===== src/rtl/rv_decode_mt.sv =====
// rv_decode_mt: registered, thread-tagged RV32I decode stage.
//
// An instruction with its thread ID and PC is accepted on in_valid & in_ready.
// It is decoded combinationally and written into a 2-entry output FIFO. The
// FIFO head drives every out_* port. flush_valid/flush_tid removes all
// buffered entries of one thread, and also an instruction of that thread
// accepted in the same cycle. Surviving entries keep their order.
//
// Ports:
//   clk, rst_n              clock, asynchronous active-low reset
//   in_valid/in_ready       input handshake (in_ready = buffer not full)
//   in_inst/in_tid/in_pc    raw instruction, thread ID, PC
//   flush_valid/flush_tid   per-thread kill request
//   out_valid/out_ready     output handshake
//   out_tid/out_pc          passthrough of the head entry
//   out_opcode..out_funct7  raw instruction fields with per-field use flags
//   out_imm                 sign-extended immediate, 0 if none or illegal
//   out_mem_*/out_csr_*     load/store and CSR controls
//   out_pc_load             control transfer
//   out_illegal             illegal encoding
module rv_decode_mt #(
    parameter int NTHREADS = 4,
    parameter int TID_W    = $clog2(NTHREADS),
    parameter int XLEN     = 32
) (
    input  logic             clk,
    input  logic             rst_n,
    input  logic             in_valid,
    output logic             in_ready,
    input  logic [31:0]      in_inst,
    input  logic [TID_W-1:0] in_tid,
    input  logic [XLEN-1:0]  in_pc,
    input  logic             flush_valid,
    input  logic [TID_W-1:0] flush_tid,
    output logic             out_valid,
    input  logic             out_ready,
    output logic [TID_W-1:0] out_tid,
    output logic [XLEN-1:0]  out_pc,
    output logic [6:0]       out_opcode,
    output logic [4:0]       out_rs1,
    output logic [4:0]       out_rs2,
    output logic [4:0]       out_rd,
    output logic             out_rs1_en,
    output logic             out_rs2_en,
    output logic             out_rd_en,
    output logic [2:0]       out_funct3,
    output logic             out_f3_en,
    output logic [6:0]       out_funct7,
    output logic             out_f7_en,
    output logic [XLEN-1:0]  out_imm,
    output logic             out_mem_en,
    output logic             out_mem_wr,
    output logic             out_csr_en,
    output logic             out_csr_wr,
    output logic             out_pc_load,
    output logic             out_illegal
);

    localparam logic [6:0] OP_LUI    = 7'b0110111;
    localparam logic [6:0] OP_AUIPC  = 7'b0010111;
    localparam logic [6:0] OP_JAL    = 7'b1101111;
    localparam logic [6:0] OP_JALR   = 7'b1100111;
    localparam logic [6:0] OP_BRANCH = 7'b1100011;
    localparam logic [6:0] OP_LOAD   = 7'b0000011;
    localparam logic [6:0] OP_STORE  = 7'b0100011;
    localparam logic [6:0] OP_IMM    = 7'b0010011;
    localparam logic [6:0] OP_OP     = 7'b0110011;
    localparam logic [6:0] OP_SYSTEM = 7'b1110011;
    localparam logic [6:0] OP_MISC   = 7'b0001111;
    localparam logic [6:0] F7_ALT    = 7'b0100000;

    typedef struct packed {
        logic [6:0]      opcode;
        logic [4:0]      rs1;
        logic [4:0]      rs2;
        logic [4:0]      rd;
        logic            rs1_en;
        logic            rs2_en;
        logic            rd_en;
        logic [2:0]      funct3;
        logic            f3_en;
        logic [6:0]      funct7;
        logic            f7_en;
        logic [XLEN-1:0] imm;
        logic            mem_en;
        logic            mem_wr;
        logic            csr_en;
        logic            csr_wr;
        logic            pc_load;
        logic            illegal;
    } dec_t;

    typedef struct packed {
        logic [TID_W-1:0] tid;
        logic [XLEN-1:0]  pc;
        dec_t             dec;
    } entry_t;

    // ---------------------------------------------------------------- decode
    logic [2:0]  w_f3;
    logic [6:0]  w_f7;
    logic [31:0] w_imm_i, w_imm_s, w_imm_b, w_imm_u, w_imm_j, w_imm32;
    logic        w_legal;
    dec_t        w_dec;

    assign w_f3    = in_inst[14:12];
    assign w_f7    = in_inst[31:25];
    assign w_imm_i = {{20{in_inst[31]}}, in_inst[31:20]};
    assign w_imm_s = {{20{in_inst[31]}}, in_inst[31:25], in_inst[11:7]};
    assign w_imm_b = {{20{in_inst[31]}}, in_inst[7], in_inst[30:25], in_inst[11:8], 1'b0};
    assign w_imm_u = {in_inst[31:12], 12'b0};
    assign w_imm_j = {{12{in_inst[31]}}, in_inst[19:12], in_inst[20], in_inst[30:21], 1'b0};

    // NOTE: every signal written here gets a default first, so no path can
    // leave it unassigned and infer a latch.
    always_comb begin
        w_dec        = '0;
        w_legal      = 1'b0;
        w_imm32      = '0;
        w_dec.opcode = in_inst[6:0];
        w_dec.rs1    = in_inst[19:15];
        w_dec.rs2    = in_inst[24:20];
        w_dec.rd     = in_inst[11:7];
        w_dec.funct3 = w_f3;
        w_dec.funct7 = w_f7;

        case (in_inst[6:0])
            OP_LUI, OP_AUIPC: begin
                w_legal      = 1'b1;
                w_dec.rd_en  = 1'b1;
                w_imm32      = w_imm_u;
            end
            OP_JAL: begin
                w_legal       = 1'b1;
                w_dec.rd_en   = 1'b1;
                w_dec.pc_load = 1'b1;
                w_imm32       = w_imm_j;
            end
            OP_JALR: begin
                w_legal       = (w_f3 == 3'b000);
                w_dec.rs1_en  = 1'b1;
                w_dec.rd_en   = 1'b1;
                w_dec.f3_en   = 1'b1;
                w_dec.pc_load = 1'b1;
                w_imm32       = w_imm_i;
            end
            OP_BRANCH: begin
                w_legal       = (w_f3 != 3'b010) && (w_f3 != 3'b011);
                w_dec.rs1_en  = 1'b1;
                w_dec.rs2_en  = 1'b1;
                w_dec.f3_en   = 1'b1;
                w_dec.pc_load = 1'b1;
                w_imm32       = w_imm_b;
            end
            OP_LOAD: begin
                w_legal      = w_f3 inside {3'b000, 3'b001, 3'b010, 3'b100, 3'b101};
                w_dec.rs1_en = 1'b1;
                w_dec.rd_en  = 1'b1;
                w_dec.f3_en  = 1'b1;
                w_dec.mem_en = 1'b1;
                w_imm32      = w_imm_i;
            end
            OP_STORE: begin
                w_legal      = (w_f3 <= 3'b010);
                w_dec.rs1_en = 1'b1;
                w_dec.rs2_en = 1'b1;
                w_dec.f3_en  = 1'b1;
                w_dec.mem_en = 1'b1;
                w_dec.mem_wr = 1'b1;
                w_imm32      = w_imm_s;
            end
            OP_IMM: begin
                w_dec.rs1_en = 1'b1;
                w_dec.rd_en  = 1'b1;
                w_dec.f3_en  = 1'b1;
                // Shifts carry funct7 and a 5-bit shamt instead of an I-imm.
                if (w_f3[1:0] == 2'b01) begin
                    w_dec.f7_en = 1'b1;
                    w_imm32     = {27'b0, in_inst[24:20]};
                    w_legal     = (w_f7 == 7'b0) || (w_f3[2] && w_f7 == F7_ALT);
                end else begin
                    w_legal     = 1'b1;
                    w_imm32     = w_imm_i;
                end
            end
            OP_OP: begin
                w_dec.rs1_en = 1'b1;
                w_dec.rs2_en = 1'b1;
                w_dec.rd_en  = 1'b1;
                w_dec.f3_en  = 1'b1;
                w_dec.f7_en  = 1'b1;
                w_legal      = (w_f7 == 7'b0) ||
                               (w_f7 == F7_ALT && (w_f3 == 3'b000 || w_f3 == 3'b101));
            end
            OP_SYSTEM: begin
                if (w_f3 == 3'b000) begin
                    // Only ECALL and EBREAK are recognised.
                    w_legal = (in_inst == 32'h0000_0073) || (in_inst == 32'h0010_0073);
                end else if (w_f3 != 3'b100) begin
                    w_legal      = 1'b1;
                    w_dec.rd_en  = 1'b1;
                    w_dec.f3_en  = 1'b1;
                    w_dec.csr_en = 1'b1;
                    w_dec.rs1_en = ~w_f3[2];
                    // CSRRS/CSRRC(I) with a zero source only read the CSR.
                    w_dec.csr_wr = ~(w_f3[1] && in_inst[19:15] == 5'd0);
                    w_imm32      = w_f3[2] ? {27'b0, in_inst[19:15]} : 32'b0;
                end
            end
            OP_MISC: w_legal = 1'b1;
            default: w_legal = 1'b0;
        endcase

        w_dec.imm = XLEN'($signed(w_imm32));

        if (!w_legal) begin
            w_dec.rs1_en  = 1'b0;
            w_dec.rs2_en  = 1'b0;
            w_dec.rd_en   = 1'b0;
            w_dec.f3_en   = 1'b0;
            w_dec.f7_en   = 1'b0;
            w_dec.imm     = '0;
            w_dec.mem_en  = 1'b0;
            w_dec.mem_wr  = 1'b0;
            w_dec.csr_en  = 1'b0;
            w_dec.csr_wr  = 1'b0;
            w_dec.pc_load = 1'b0;
        end
        w_dec.illegal = ~w_legal;
        if (w_dec.rd == 5'd0) w_dec.rd_en = 1'b0;
    end

    // ---------------------------------------------------------------- buffer
    entry_t     r_e0, r_e1;
    logic [1:0] r_count;
    logic       r_in_ready;

    entry_t     w_new, w_c0, w_c1, w_n_e0, w_n_e1;
    logic       w_c0_v, w_c1_v, w_pop, w_push;
    logic [1:0] w_n_count;

    assign w_new  = '{tid: in_tid, pc: in_pc, dec: w_dec};
    assign w_pop  = (r_count != 2'd0) && out_ready;
    assign w_push = in_valid && r_in_ready && !(flush_valid && in_tid == flush_tid);

    always_comb begin
        // Entries left after the pop, before flush filtering.
        if (w_pop) begin
            w_c0   = r_e1;
            w_c0_v = (r_count == 2'd2);
            w_c1   = r_e1;
            w_c1_v = 1'b0;
        end else begin
            w_c0   = r_e0;
            w_c0_v = (r_count != 2'd0);
            w_c1   = r_e1;
            w_c1_v = (r_count == 2'd2);
        end
        if (flush_valid && w_c0.tid == flush_tid) w_c0_v = 1'b0;
        if (flush_valid && w_c1.tid == flush_tid) w_c1_v = 1'b0;

        // Compact survivors toward the head, then append the new entry.
        // Slots not rewritten hold their value, keeping the head stable.
        w_n_e0    = r_e0;
        w_n_e1    = r_e1;
        w_n_count = 2'd0;
        if (w_c0_v) begin
            w_n_e0 = w_c0;
            if (w_c1_v) begin
                w_n_e1    = w_c1;
                w_n_count = 2'd2;
            end else if (w_push) begin
                w_n_e1    = w_new;
                w_n_count = 2'd2;
            end else begin
                w_n_count = 2'd1;
            end
        end else if (w_c1_v) begin
            w_n_e0 = w_c1;
            if (w_push) begin
                w_n_e1    = w_new;
                w_n_count = 2'd2;
            end else begin
                w_n_count = 2'd1;
            end
        end else if (w_push) begin
            w_n_e0    = w_new;
            w_n_count = 2'd1;
        end
    end

    // NOTE: state registers use non-blocking assignments so every flop
    // samples pre-edge values regardless of block evaluation order.
    // NOTE: both buffer slots are reset because the head drives the outputs,
    // which must read 0 out of reset.
    always_ff @(posedge clk or negedge rst_n) begin
        if (!rst_n) begin
            r_e0       <= '0;
            r_e1       <= '0;
            r_count    <= 2'd0;
            r_in_ready <= 1'b1;
        end else begin
            r_e0       <= w_n_e0;
            r_e1       <= w_n_e1;
            r_count    <= w_n_count;
            r_in_ready <= (w_n_count != 2'd2);
        end
    end

    assign in_ready    = r_in_ready;
    assign out_valid   = (r_count != 2'd0);
    assign out_tid     = r_e0.tid;
    assign out_pc      = r_e0.pc;
    assign out_opcode  = r_e0.dec.opcode;
    assign out_rs1     = r_e0.dec.rs1;
    assign out_rs2     = r_e0.dec.rs2;
    assign out_rd      = r_e0.dec.rd;
    assign out_rs1_en  = r_e0.dec.rs1_en;
    assign out_rs2_en  = r_e0.dec.rs2_en;
    assign out_rd_en   = r_e0.dec.rd_en;
    assign out_funct3  = r_e0.dec.funct3;
    assign out_f3_en   = r_e0.dec.f3_en;
    assign out_funct7  = r_e0.dec.funct7;
    assign out_f7_en   = r_e0.dec.f7_en;
    assign out_imm     = r_e0.dec.imm;
    assign out_mem_en  = r_e0.dec.mem_en;
    assign out_mem_wr  = r_e0.dec.mem_wr;
    assign out_csr_en  = r_e0.dec.csr_en;
    assign out_csr_wr  = r_e0.dec.csr_wr;
    assign out_pc_load = r_e0.dec.pc_load;
    assign out_illegal = r_e0.dec.illegal;

endmodule


===== config.mk =====
export PLATFORM = sky130hd
export DESIGN_NAME = rv_decode_mt
export DESIGN_NICKNAME = d
export VERILOG_FILES = /design/src/rtl/rv_decode_mt.sv
export SDC_FILE = /design/constraint.sdc
export NUM_CORES = 1
export LEC_CHECK = 0
export CORE_AREA = 5 5 175 177
export DETAILED_ROUTE_END_ITERATION = 8
export DIE_AREA = 0 0 180 182
export SETUP_SLACK_MARGIN = 0.1
export SLEW_MARGIN = 20
export SYNTH_ARGS = -nofsm -noshare
export SYNTH_HDL_FRONTEND = slang
export SYNTH_SLANG_ARGS = --single-unit

===== constraint.sdc =====
create_clock -name clk -period 3.5 [get_ports clk]
set_input_delay 1.05 -clock clk [delete_from_list [all_inputs] [get_ports clk]]
set_output_delay 1.05 -clock clk [all_outputs]
set_load 0.02 [all_outputs]

### After elaboration in Yosys (flattened, before gate mapping)

Index checks and enable logic that the tools add are counted.

| cells by class | value |
|---|---|
| reduce and logical (&&, ||, !) cells | 33 |
| multiplexer cells | 45 |
| eq/ne operators | 29 |
| bitwise operators | 3 |
| magnitude comparators | 1 |

Operator list:

| operator | count |
|---|---|
| $mux W109 | 8 |
| $pmux W32 S7 | 1 |
| $mux W38 | 1 |
| $eq A32 B21 Y1 const B | 1 |
| $eq A32 B7 Y1 const B | 1 |
| $mux W32 | 1 |
| $eq A7 B6 Y1 const B | 4 |
| $eq A7 B7 Y1 const B | 4 |
| $mux W1 | 18 |
| $mux W5 | 3 |
| $eq A7 B5 Y1 const B | 2 |
| $mux W2 | 7 |
| $logic_and A1 B1 Y1 | 10 |
| $logic_not A5 Y1 | 2 |
| $pmux W1 S2 | 4 |
| $pmux W1 S8 | 1 |
| $eq A7 B2 Y1 const B | 1 |
| $eq A7 B4 Y1 const B | 1 |
| $logic_not A7 Y1 | 1 |
| $reduce_or A7 Y1 | 1 |
| $eq A2 B2 Y1 | 3 |
| $eq A3 B3 Y1 const B | 2 |
| $ne A3 B2 Y1 const B | 2 |
| $reduce_or A2 Y1 | 3 |
| other kinds (20) | 29 |

| word-level totals | value |
|---|---|
| flip-flop bits (word level) | 221 |
| word-level logic and storage cells | 153 |
| output and inout bits | 111 |

### Depth between registers and ports, before layout

Gate-level depths: netlist of the first run.

| logic depth | value |
|---|---|
| word-level depth | 10 |
| gate-level depth with buffers | 15 |

### Least setup slack after synthesis of the first run

No wires, ideal clock.

| timing path | value |
|---|---|
| kind | input-to-reg |
| start point | input port out_ready |
| end point | register r_e0, in the netlist out_imm[10] |
| arrival | 3.824 ns |
| cell stages on the path | 15 |
| required time | 3.405 ns |
| setup slack | -0.420 ns |
| path buffers | 4 |
| library setup time | 0.095 ns |
| cells stage by stage | buf_2 -> o21ai_0 -> a21oi_1 -> nor4_1 -> nor3b_2 -> inv_1 -> ha_1 -> and2_1 -> a32oi_1 -> nand2_1 -> or3_1 -> clkbuf_1 -> buf_4 -> buf_2 -> o31ai_1 |

| between the ends | value |
|---|---|
| cells in the longest elaborated chain, start to end | 7 |
| elaborated cells on any way between the ends | 13 |
| classes of those cells | eq/ne (2); mux (7); reduce/logical (4) |

RTL lines:

| what | line | text |
|---|---|---|
| start, declared | 36 | `input logic out_ready,` |
| $logic_and A1 B1 Y1 (*) | 243 | `assign w_pop = (r_count != 2'd0) && out_ready;` |
| $mux W109 | 248 | `if (w_pop) begin` |
| $eq A2 B2 Y1 | 259 | `if (flush_valid && w_c0.tid == flush_tid) w_c0_v = 1'b0;` |
| $logic_and A1 B1 Y1 | 259 |  |
| $mux W1 | 259 |  |
| $ne A2 B1 Y1 (no source line) / $reduce_bool A3 Y1 (equally long branches) | -- |  |
| $reduce_and A2 Y1 (no source line) | -- |  |
| end signal, assigned | 303 | `r_e0 <= w_n_e0;` |
| end, declared | 234 | `entry_t r_e0, r_e1;` |

Every way passes the cells marked *; elsewhere a longest branch is shown, timed or not. The select of a mux whose other input is x is not followed.
A chain may end at the register's enable or synchronous reset.

### Worst setup path after layout of the first run

| timing path | value |
|---|---|
| start point | input port flush_tid[0] |
| end point | register r_e0, in the netlist out_imm[21] |

| between the ends | value |
|---|---|
| cells in the longest elaborated chain, start to end | 6 |
| elaborated cells on any way between the ends | 15 |
| classes of those cells | eq/ne (4); mux (4); reduce/logical (7) |

RTL lines:

| what | line | text |
|---|---|---|
| start, declared | 34 | `input logic [TID_W-1:0] flush_tid,` |
| $eq A2 B2 Y1 | 244 | `assign w_push = in_valid && r_in_ready && !(flush_valid && in_tid == flush_tid);` |
| $logic_and A1 B1 Y1 | 244 |  |
| $logic_not A1 Y1 | 244 |  |
| $logic_and A1 B1 Y1 | 244 |  |
| $reduce_bool A3 Y1 (no source line) | -- |  |
| $reduce_and A2 Y1 (no source line) | -- |  |

Parallel ways exist; a longest one is shown, timed or not.

==> flow_summary.toml, run 1 <==
[run_status]
status = "finished, final reports clean"

[sta]
fin_ws_ps = 261.2
min_period_ps = 3239
fin_crit_sh = 0.9254
finalHoldViolCount = 0
relSlewSlack = 0.6278
fmax_mhz = 308.8
finalSetupViolations = 0
maxSlewViolCount = 0
worst_pin_slew_ps = 558.2
clock_skew_ps = 8.284
setup_tns_ps = 0
rsz0062_at_grt = "no"

[floorplan]
ios = 184
start_util = 0.3399
coreArea_um2 = 29090
dieArea_um2 = 32760
rows = 63
die_w_um = 180
fp.dieH_um = 182

[setup_path]
end_kind = "flip-flop"
critPathKind = "input pin to flip-flop"
path_max_fanout = 22
start_kind = "input pin"
required_ps = 3920
worst-endpoint-arrival_ps = 3660
r2r_cells = 12

[finish]
utilization = 0.4816
final_layout_size_suffix_gt1_frac = 0.1584
final_cell_mix = "dfrtp_1 (220), clkdlybuf4s50_1 (178), nand2_1 (155)"
nNetsFinal = 1346
fill_cells = 2677
design_area_um2 = 14010
final_common_cell = "dfrtp_1"
regArea_um2 = 5532
area_growth_pct = 41.69
multiInputGateArea_um2 = 3881
n_antenna_cell = 0

[placed_design]
dp_slack_ps = -465.9
portBuffers = 183
place.gp.congestion = 0.9684
post-dp-hpwl_um = 23040
post_dp_cell_area_um2 = 13000

[clock_tree]
cts_root_buffer = "clkbuf_16"
clockBufferDepth = 3
numCtsBuffers = 24
cts.sinks = 221
cts-htree-levels = 1
insertion_delay_ps = 520
clkTransAtPathRegs_ps = 60
cts_tree = "yes"

[drt]
wl_per_cell_um = 19.35
viasPerCell = 5.226
vias = 8770
dr.pass1.iters = 5
route.detailed.drc = 0
antenna_left = 0
drt-initial-drc-count = 759
routed_wl_um = 32470

[grt]
grt_pass1_wl_um = 49780
grt_pass1_vias = 8592
antenna_found_initial = 1
gr-usage-all-layers = 0.1876
grt_start_max_net_pins = 77
grt_overflow = 0

[synth]
synthArstFlopShare = 1.000
synthCells = 1018
mappedNetlistArea_um2 = 9887
synthesis.nets = 1094
synth-seq-cells = 221
synth.yosys.seq_area_share = 0.5595
synthDistinctLibCells = 60
synth.avg_cell_area_um2 = 9.712
yosys_most_used_dff = "dfrtp_1"
synth_edf_count = 0
yosysWarnings = 0

[flow_run]
drv_cap = 0

[worst_hold_path]
hp-class = "input pin to asynchronous set/reset pin"

[pwr]
power.density_nw_per_um2 = 766.5
vdd_ir_drop_max_mv = 0.4049
cellLeakagePower_nw = 6.205
[layer usage]
metal	GRT usage	part of all wire	wire length (um)
met1	0.2617	0.44	14410
met2	0.3007	0.47	15190
met3	0.04107	0.069	2226
met4	0.04389	0.020	646
met5	0	0.00022	7
[per-stage QoR]
stage	cells	total power, W	hold WS, ps
2_1_floorplan	1018	0.006029	439.6
3_3_place_gp	1626	0.007951	455.4
3_5_place_dp	1626	0.008037	464.2
4_1_cts	1671	0.01070	423.2
5_1_grt	1678	0.01137	436.7
6_report	1678	0.01074	428.9
[sequential cells by signal (all words and copies together), names as in the netlist, 2 cells and up]
register,cells
out_imm,32
r_count,2
out_funct7,7
out_rd,5
out_rs1,5
out_rs2,5
out_tid,2
r_e1,109
out_opcode,7
out_funct3,3
out_pc,32
[cells in the mapped netlist (5+ instances only)]
cell type | count | area (um2)
nand2b_1 | 9 | 56.30
o22ai_1 | 10 | 62.56
nand2_1 | 157 | 589.3
dfrtp_1 | 220 | 5505
a31oi_1 | 12 | 75.07
nor3_1 | 6 | 30.03
o31ai_1 | 48 | 360.4
o21ai_0 | 123 | 615.6
a21o_1 | 6 | 45.04
and3_1 | 6 | 37.54
xnor2_1 | 5 | 43.79
a21oi_1 | 34 | 170.2
nor4_1 | 5 | 31.28
o21ai_1 | 38 | 190.2
buf_6 | 5 | 56.30
nand3_1 | 5 | 25.02
inv_1 | 69 | 259.0
nor2_1 | 17 | 63.81
a22oi_1 | 96 | 720.7
clkbuf_1 | 58 | 217.7
a21boi_0 | 10 | 75.07
buf_2 | 12 | 60.06
[path summary, 6_finish.rpt]
kind                               from           to  slack (ps)
setup / recovery           flush_tid[0]  out_imm[21]         260
hold / removal                    rst_n     r_e1[95]         430
setup reg to reg             r_count[0]  out_imm[21]         500
hold reg to reg                r_e1[37]     r_e1[37]         480
max in group asynchronous         rst_n     r_e1[82]        2280
min in group clk               r_e1[37]     r_e1[37]         480
[critical path, stage by stage]
cell	delay [ps]
dlymetal6s2s_1	160
nand2b_1	170
a21oi_2	220
nor4_2	80
nor3b_2	220
inv_1	90
ha_2	190
and2_4	140
a32oi_4	290
nand2_4	80
or3_4	470
buf_16	200
o31ai_1	250
[power by group]
group	switching [W]	internal, W
Combinational	0.00251	0.00186
Clock	0.00103	0.00158
Sequential	0.000439	0.00332
[kinds of logic (layout without fill, tap and decap cells)]
group | after synthesis | count (layout) | share of synthesized area
AO/OA/AOI/OAI | 405 | 405 | 0.2608
adder cells (fa/ha/maj) | 3 | 3 | 0.003797
multiplexers | 4 | 4 | 0.004176
AND/OR/NAND/NOR | 231 | 231 | 0.1040
XOR/XNOR | 6 | 6 | 0.005315
buffers and inverters | 148 | 418 | 0.06239
flip-flops | 221 | 221 | 0.5595
[final cells by class]
class	count	area share
repair buffers	305	0.2150
well taps	390	0.03483
clock buffers	35	0.05154
clock inverters	9	0.008217
flip-flops and latches	221	0.3949
inverters	69	0.01849
multi-input cells	649	0.2771
[timing repair]
item,4_1_cts,5_1_grt
setup buffers,1,6
hold buffers,0,0
pin swaps,1,5
setup endpoints to repair,24,107
gates resized for setup,2,21
gates cloned,0,1
No activity file was read; power rests on OpenSTA's default activity.
==> run 2: changes to the inputs <==
Settings changed: CTS_CLUSTER_DIAMETER set to 80.
==> results of run 2 <==
The final DEF is identical to that of run 1; final timing and power are the same.
==> run 3: changes to the inputs <==
Settings changed: CORE_AREA 5 5 175 177 to 2 2 172 174, DIE_AREA 0 0 180 182 to 0 0 174 176.
Clock period 3.5 ns to 2.7 ns, I/O delays scaled along.
==> run 3 against run 2 <==
The run now ends with setup timing left. Setup slack lost 590 ps. Critical path depth unchanged. Clock power is 26% higher.
==> flow_summary.toml, run 3 (synthesis gave the netlist of run 1 again) <==
[pwr]
switching_share = 0.3803
cellLeakagePower_nw = 7.014
finalPower_w = 0.01550
pwr-share-clk = 0.213
power.density_nw_per_um2 = 988.9
seqPwrFrac = 0.314
combPwrFrac = 0.474
switching_power_w = 0.005895
vdd_ir_drop_max_mv = 0.4955
p_int_w = 0.009606

[clock_tree]
numCtsBuffers = 25
cts_root_buffer = "clkbuf_16"
cts.sinks = 221
cts_tree = "yes"
insertion_delay_ps = 530
cts-htree-levels = 1
clkTransAtPathRegs_ps = 70
clockBufferDepth = 3
postCtsHoldBufs = 0

[grt]
grt_start_max_net_pins = 59
grt_pass1_vias = 9314
grt_pass1_wl_um = 52960
gr-usage-all-layers = 0.2205
grt_overflow = 0
antenna_found_initial = 1

[run_status]
violations = "setup timing"
status = "finished, violations left"

[floorplan]
rows = 62
dieArea_um2 = 30620
fp.dieH_um = 176
start_util = 0.3463
coreArea_um2 = 28550
ios = 184
die_w_um = 174

[finish]
largest_register = "r_e1"
final_common_cell = "dfrtp_1"
final_cell_mix = "dfrtp_1 (219), buf_4 (165), clkdlybuf4s50_1 (158)"
nNetsFinal = 1442
area_growth_pct = 58.54
largest_reg_flops = 109
final_layout_size_suffix_gt1_frac = 0.2712
design_area_um2 = 15680

[sta]
rsz0062_at_grt = "yes"
min_period_ps = 3028
fin_crit_sh = 1.122
finalHoldViolCount = 0
fin_ws_ps = -328.2
maxSlewViolCount = 0
finalSetupViolations = 110
relSlewSlack = 0.5520
fmax_mhz = 330.2
clock_skew_ps = 15.93
worst_pin_slew_ps = 664.9

[setup_path]
worst-path-buf-inv = 3
critPathKind = "flip-flop to flip-flop"
path_max_fanout = 7
crit_chain = "o21a_2 -> a21oi_4 -> nor3_2 -> nor3b_2 -> inv_2 -> ha_4 -> and2_4 -> a32oi_4 -> buf_6 -> nand2_4 -> or3_4 -> buf_16 -> o31ai_2"
cp_slowest_stage_delay_ps = 470
end_kind = "flip-flop"
crit_path_top_delay_cell = "or3_4"
crit_family = "simple AND/OR/NAND/NOR gates"
required_ps = 3130
start_kind = "flip-flop"
worst-endpoint-arrival_ps = 3460

[drt]
viasPerCell = 5.295
route.detailed.drc = 0
wl_per_cell_um = 20.33
vias = 9341
drt-initial-drc-count = 657
routed_wl_um = 35860
dr.pass1.iters = 8
antenna_left = 0

[placed_design]
portBuffers = 183
post-dp-hpwl_um = 22890
post_dp_cell_area_um2 = 13290
place.gp.congestion = 0.8711

[worst_hold_path]
hp-class = "input pin to asynchronous set/reset pin"

[flow_run]
drv_cap = 0
-- run 3: final timing paths --
path,end,depth (start not counted),slack [ps],start
setup / recovery,out_imm[9],13,-330,r_count[1]
max in group asynchronous,out_opcode[0],2,1810,rst_n
hold / removal,out_imm[28],1,220,rst_n
min in group clk,r_e1[12],2,480,r_e1[12]
hold reg to reg,r_e1[12],2,480,r_e1[12]
setup reg to reg,out_imm[9],13,-330,r_count[1]
-- run 3: layout make-up --
cell class,count,area [um2]
Antenna cell,1,2.502
Clock buffer,33,715.7
Clock inverter,7,73.82
Fill cell,2537,12870
Inverter,69,259.0
Multi-Input combinational cell,650,4559
Sequential cell,221,5533
Tap cell,384,480.5
Timing Repair Buffer,399,4051
-- run 3: worst reg2reg max path, delay by kind of cell (launching register included) --
| kind | cells | cell delay [ps] |
|---|---|---|
| adders and majority gates | 1 | 170 |
| buffers and inverters | 3 | 450 |
| DFF | 1 | 400 |
| AOI/OAI and AO/OA | 4 | 910 |
| and+or+nand+nor | 5 | 1000 |
-- run 3: per-stage QoR --
step | setup TNS (ps) | std cells | hold WS, ps | utilization | setup WS (ps)
after global placement | -155620 | 1659 | 459.0 | 0.4656 | -964.8
after floorplan | -60910 | 1018 | 439.6 | - | -657.6
after global routing | -32630 | 1764 | 239.2 | 0.5491 | -397.8
after CTS | -12820 | 1742 | 221.6 | 0.5238 | -182.7
after detailed placement | -172530 | 1659 | 466.1 | 0.4656 | -1123
final | -23760 | 1764 | 222.3 | 0.5491 | -328.2
-- run 3: routing by layer --
metal / GRT usage / share of wire / wire length (um)
met3: 0.03187 / 0.063 / 2254
met4: 0.04902 / 0.019 / 686
met1: 0.3103 / 0.43 / 15490
met2: 0.3629 / 0.49 / 17430
met5: 0 / 0 / 0
-- run 3: timing repair --
action | 4_1_cts | 5_1_grt
endpoints found under the setup margin | 195 | 148
gates resized for setup | 143 | 93
endpoints found under the hold margin | 0 | 0
gates cloned | 7 | 10
setup buffers | 36 | 12
pin swaps | 18 | 24
-- run 3: power by group through the flow --
stage / logic, W / registers (W) / clock network [W]
floorplan: 0.00258 / 0.00534 / 0
global placement: 0.00552 / 0.00488 / 0
detailed placement: 0.00561 / 0.00491 / 0
CTS: 0.00646 / 0.00486 / 0.00336
global route: 0.00784 / 0.00497 / 0.00350
finish: 0.00734 / 0.00486 / 0.00330
